**config.mk**
```make
export PLATFORM = sky130hd
export DESIGN_NAME = instr_fetch_unit
export DESIGN_NICKNAME = d
export VERILOG_FILES = /design/src/rtl/instr_fetch_unit_pkg.sv /design/src/rtl/instr_fetch_unit.sv
export SDC_FILE = /design/constraint.sdc
export NUM_CORES = 1
export LEC_CHECK = 0
export ABC_AREA = 1
export BUFFER_PORTS_ARGS = -buffer_cell sky130_fd_sc_hd__buf_2
export CAP_MARGIN = 30
export CELL_PAD_IN_SITES_DETAIL_PLACEMENT = 1
export CELL_PAD_IN_SITES_GLOBAL_PLACEMENT = 2
export CORE_MARGIN = 5
export CORE_UTILIZATION = 27
export CTS_BUF_LIST = sky130_fd_sc_hd__clkbuf_16
export DETAILED_ROUTE_END_ITERATION = 10
export PLACE_DENSITY = 0.89
export SLEW_MARGIN = 20
export SYNTH_ARGS = -nofsm -noshare
export SYNTH_HDL_FRONTEND = slang
export SYNTH_SLANG_ARGS = --single-unit
export TNS_END_PERCENT = 1
```
**constraint.sdc**
```tcl
create_clock -name clk -period 3 [get_ports clk]
set_input_delay 0.3 -clock clk [delete_from_list [all_inputs] [get_ports clk]]
set_output_delay 0.3 -clock clk [all_outputs]
set_load 0.01 [all_outputs]
```
**src/rtl/instr_fetch_unit_pkg.sv**
```systemverilog
// Types and constants shared by the fetch unit and the decode-side
// immediate generator.
package instr_fetch_unit_pkg;

    // Base RV32 major opcodes as seen in instr[6:0].
    typedef enum logic [6:0] {
        OP_LOAD   = 7'b0000011,
        OP_IMM    = 7'b0010011,
        OP_AUIPC  = 7'b0010111,
        OP_STORE  = 7'b0100011,
        OP_REG    = 7'b0110011,
        OP_LUI    = 7'b0110111,
        OP_BRANCH = 7'b1100011,
        OP_JALR   = 7'b1100111,
        OP_JAL    = 7'b1101111,
        OP_SYSTEM = 7'b1110011
    } op_type;

    typedef enum logic [2:0] {
        S_IDLE,
        S_REQ,
        S_WAIT,
        S_HOLD,
        S_DRAIN
    } fetch_state_t;

    localparam logic [31:0] INSTR_BYTES      = 32'd4;
    localparam logic [31:0] RESET_PC_DEFAULT = 32'h0000_0000;

    // Instruction fetches are word aligned; the low two bits are dropped.
    function automatic logic [31:0] align_pc(input logic [31:0] addr);
        return {addr[31:2], 2'b00};
    endfunction

endpackage

```
**src/rtl/instr_fetch_unit.sv**
```systemverilog
// Instruction fetch stage: owns the PC, issues one memory request at a time
// and hands each fetched word to decode over a valid/ready handshake.
module instr_fetch_unit
    import instr_fetch_unit_pkg::*;
#(
    parameter logic [31:0] RESET_PC = RESET_PC_DEFAULT,
    parameter int          XLEN     = 32
) (
    input  logic            clk,
    input  logic            rst,

    output logic            imem_req_valid,
    output logic [XLEN-1:0] imem_req_addr,
    input  logic            imem_req_ready,
    input  logic            imem_rsp_valid,
    input  logic [XLEN-1:0] imem_rsp_data,

    output logic            instr_valid,
    output logic [XLEN-1:0] instr,
    output logic [6:0]      op,
    output logic [XLEN-1:0] instr_pc,
    input  logic            instr_ready,

    input  logic            redirect_valid,
    input  logic [XLEN-1:0] redirect_target,
    output logic            misaligned_err
);

    fetch_state_t    r_state;
    fetch_state_t    w_state_next;
    logic [XLEN-1:0] r_pc;
    logic [XLEN-1:0] r_instr;
    logic [XLEN-1:0] r_instr_pc;
    logic            r_misaligned_err;

    logic            w_rsp_take;
    logic            w_consume;

    // A response is kept only if nothing redirected fetch in the same cycle.
    assign w_rsp_take = (r_state == S_WAIT) && imem_rsp_valid && !redirect_valid;
    assign w_consume  = (r_state == S_HOLD) && instr_ready;

    // NOTE: sequential state uses non-blocking assignments so every register
    // samples pre-edge values regardless of statement order.
    always_ff @(posedge clk or posedge rst) begin
        if (rst) begin
            r_state <= S_IDLE;
        end else begin
            r_state <= w_state_next;
        end
    end

    // NOTE: the next-state default is assigned first so no path through the
    // case leaves w_state_next unassigned (which would infer a latch).
    always_comb begin
        w_state_next = r_state;
        unique case (r_state)
            S_IDLE:  w_state_next = S_REQ;
            S_REQ: begin
                if (imem_req_ready) begin
                    w_state_next = redirect_valid ? S_DRAIN : S_WAIT;
                end
            end
            S_WAIT: begin
                if (imem_rsp_valid) begin
                    w_state_next = redirect_valid ? S_REQ : S_HOLD;
                end else if (redirect_valid) begin
                    w_state_next = S_DRAIN;
                end
            end
            S_HOLD: begin
                if (redirect_valid || instr_ready) begin
                    w_state_next = S_REQ;
                end
            end
            S_DRAIN: begin
                // A response arriving alongside a redirect still retires the
                // orphan; otherwise the redirect only retargets the PC.
                if (imem_rsp_valid) begin
                    w_state_next = S_REQ;
                end
            end
            default: w_state_next = S_IDLE;
        endcase
    end

    always_ff @(posedge clk or posedge rst) begin
        if (rst) begin
            r_pc             <= RESET_PC;
            r_instr          <= '0;
            r_instr_pc       <= '0;
            r_misaligned_err <= 1'b0;
        end else begin
            r_misaligned_err <= redirect_valid && (redirect_target[1:0] != 2'b00);

            if (redirect_valid) begin
                r_pc <= align_pc(redirect_target);
            end else if (w_consume) begin
                r_pc <= r_pc + INSTR_BYTES;
            end

            if (w_rsp_take) begin
                r_instr    <= imem_rsp_data;
                r_instr_pc <= r_pc;
            end
        end
    end

    // Handshake outputs decode the state register only, never live inputs.
    assign imem_req_valid = (r_state == S_REQ);
    assign imem_req_addr  = r_pc;
    assign instr_valid    = (r_state == S_HOLD);
    assign instr          = r_instr;
    assign op             = r_instr[6:0];
    assign instr_pc       = r_instr_pc;
    assign misaligned_err = r_misaligned_err;

endmodule
```
==> run summary <==
WHS Endpoint -> instr[18]
Switching power -> 2.03 mW
# fillers -> 2285
Util after Layout -> 34.7%
Final setup viols -> 0
Pin count of the biggest net entering global routing -> 71
CTS tree -> yes
Placed cell count -> 1042
Hold Path Stages -> 3
Commonest non-fill, non-tap cell in the layout -> nand2_1
Clock power frac -> 23.4%
Hold Slack -> 0.147 ns
Vias in the first global route -> 4786
Tcrit/Tclk final -> 65.5%
H-tree levels -> 3
Clock transition at path regs -> 0.07 ns
Initial antenna violation count -> 0
Synth warnings -> 0
R2r endpoint -> imem_req_addr[26]
FF-to-FF path depth -> 10
Num ports -> 176
Clock Latency Late Sink -> 0.35 ns
Crit Path Max Fanout -> 6
Post-synth EDFFs -> 0
Worst path arrival time -> 2.21 ns
Core Box Area -> 17900 um^2
Synth unique cells -> 31
Lkg Pwr -> 3.35 nW
Reg power frac -> 41.8%
Fin nets -> 897
Yosys top cell area share -> 49.2%
PortBufs -> 171
Hold Fails Final Rpt -> 0
Routed Antenna Nets -> 0
Internal power -> 3.13 mW
First-pass GRT wire length -> 26600 um
Fraction of registers with async set/reset -> 100%
Top cells by area, synth -> dfrtp_1 49%, nand2_1 21%, nor2_1 6.8%
Total power -> 5.16 mW
Die X -> 145 um
Routed wire length -> 17100 um
Final min period -> 1.96 ns
Peak VDD IR -> 381 uV
Max Cap Viol -> 0
RSZ-0062 raised after global routing -> no
DRC -> 0
Total Negative Setup Slacks -> 0 ns
Area growth syn-to-layout -> 26.9%
Gpl congestion -> 0.837
Register area -> 2400 um^2
CTS root buffer -> clkbuf_16
Initial Utilization -> 27.3%
Floorplan die height -> 145 um
Vias per cell -> 4.51
Largest area contributor in the netlist -> dfrtp_1
R2R setup slack -> 1.04 ns
Setup Skew -> 0.0118 ns
Mapped Area -> 4890 um^2
Die Area -> 20900 um^2
Multi-input logic area -> 2090 um^2
Hold_sp -> imem_rsp_data[18]
DP Wirelength -> 13100 um
Sw Ratio -> 39.4%
Rows -> 49
Main synth FF type -> dfrtp_1
Final Max Slew Viols -> 0
Total GRT Usage -> 16.5%
Crit. End Element -> register
Worst Hold Class -> input port to register
Most frequent cells in the layout -> 276 x nand2_1, 171 x buf_2, 96 x dfrtp_1
Worst-Margin Slew -> 0.633 ns
Sequential element share of the synthesized area -> 49.2%
Max frequency -> 0.509 GHz
Bufs on Longest Clock Path -> 2
Cells after synthesis -> 669
Startpoint types -> register
GRT overflow -> 0
Worst R2R Start -> imem_req_addr[3]
DR vias -> 4782
Non-Filler Instances -> 1060
Status -> finished clean
Clk sinks -> 96
Syn avg cell area -> 7.31 um^2
Critical Path RT -> 3.24 ns
Combinational Power Share -> 34.8%
Critical path type -> register to register
Routed len/inst -> 16.1 um
Total CTS buffers -> 9
Flop and latch count out of synthesis -> 96
Antenna cells -> 0
Pwr Density -> 832 nW/um^2
# resized after CTS -> 0
Worst rel slew slack -> 57.7%
DRT Pass-1 Iters -> 4
Proportion of layout cells with a drive suffix above 1 -> 24.8%
Initial drt markers -> 279
-- per-stage QoR --
stage / area, um^2 / setup WS (ns)
floorplan: 4900 / 0.195
global placement: 5860 / 1.00
detailed placement: 5860 / 1.00
CTS: 6170 / 1.05
global route: 6200 / 0.830
finish: 6200 / 1.04
-- power groups by stage --
| stage | clock network, mW | logic [mW] | registers [mW] |
|---|---|---|---|
| after floorplan | 0 | 0.796 | 2.35 |
| final | 1.21 | 1.80 | 2.16 |
| after detailed placement | 0 | 1.83 | 2.19 |
| after global routing | 1.29 | 2.03 | 2.23 |
| after global placement | 0 | 1.78 | 2.16 |
| after CTS | 1.24 | 1.83 | 2.17 |
-- logic make-up (layout without fill, tap and decap cells) --
| logic type | Yosys count | count (layout) | share of synthesized area [%] |
|---|---|---|---|
| compound gates | 66 | 66 | 7.17 |
| other cells | 1 | 4 | 0.0767 |
| flops | 96 | 96 | 49.2 |
| simple gates | 421 | 421 | 34.7 |
| fa+ha+maj | 1 | 1 | 0.256 |
| xor+xnor | 1 | 1 | 0.179 |
| buf+inv | 83 | 242 | 8.45 |
-- flip-flops by register name, summed over array words and instances, names as in the netlist --
| register | count |
|---|---|
| instr | 32 |
| r_state | 3 |
| imem_req_addr | 30 |
| instr_pc | 30 |
| misaligned_err | 1 |
-- synth_stat cells (2+ instances only) --
master and instances:
nand2_1 276, dfrtp_1 96, nor2_1 89, o21ai_0 46
inv_1 43, nand3_1 38, buf_4 16, a21oi_1 11
clkbuf_1 9, buf_2 7, buf_6 4, nand4_1 4
nor3_1 4, and2_1 3, inv_2 3, a211oi_1 2
a31oi_1 2, nor2_2 2, o211ai_1 2
-- how the worst max path moves through the flow --
stage / start / end / slack, ns / cells past startpoint
detailed placement: redirect_valid / instr_pc[31] / 1.00 / 6
finish: imem_req_addr[3] / imem_req_addr[26] / 1.04 / 10
CTS: imem_req_addr[3] / imem_req_addr[26] / 1.05 / 10
global placement: redirect_valid / instr_pc[25] / 1.00 / 5
global route: imem_req_addr[3] / imem_req_addr[26] / 0.83 / 10
floorplan: rst / imem_req_addr[10] / 0.19 / 1
-- critical path: stages (launching register included) --
cell and delay [ns]:
dfrtp_1 0.43, ha_1 0.26, nand2_1 0.10, nor2_1 0.21
nand2_1 0.14, nor2_1 0.34, nand2_1 0.10, nand2_1 0.07
nand3_1 0.08, nand2_1 0.09, nand2_1 0.04
-- cell type report --
type / instances / share of cell area (%)
flip-flops and latches: 96 / 38.7
multi-input cells: 493 / 33.7
repair buffers: 179 / 15.1
well taps: 229 / 4.62
clock buffers: 9 / 3.63
inverters: 47 / 2.92
clock inverters: 7 / 1.25
-- routing by layer --
layer | vias up | share of wire (%) | track usage, %
met5 | - | 0 | 0
met4 | 0 | 0.81 | 3.98
met3 | 9 | 5.0 | 3.14
met2 | 105 | 48 | 26.5
met1 | 2274 | 47 | 22.9
li1 | 2394 | - | -
-- timing repair --
item,CTS,global route
hold buffers,0,1
buffers inserted,0,0
endpoints found under the hold margin,0,17
(Power assumes the default switching activity.)
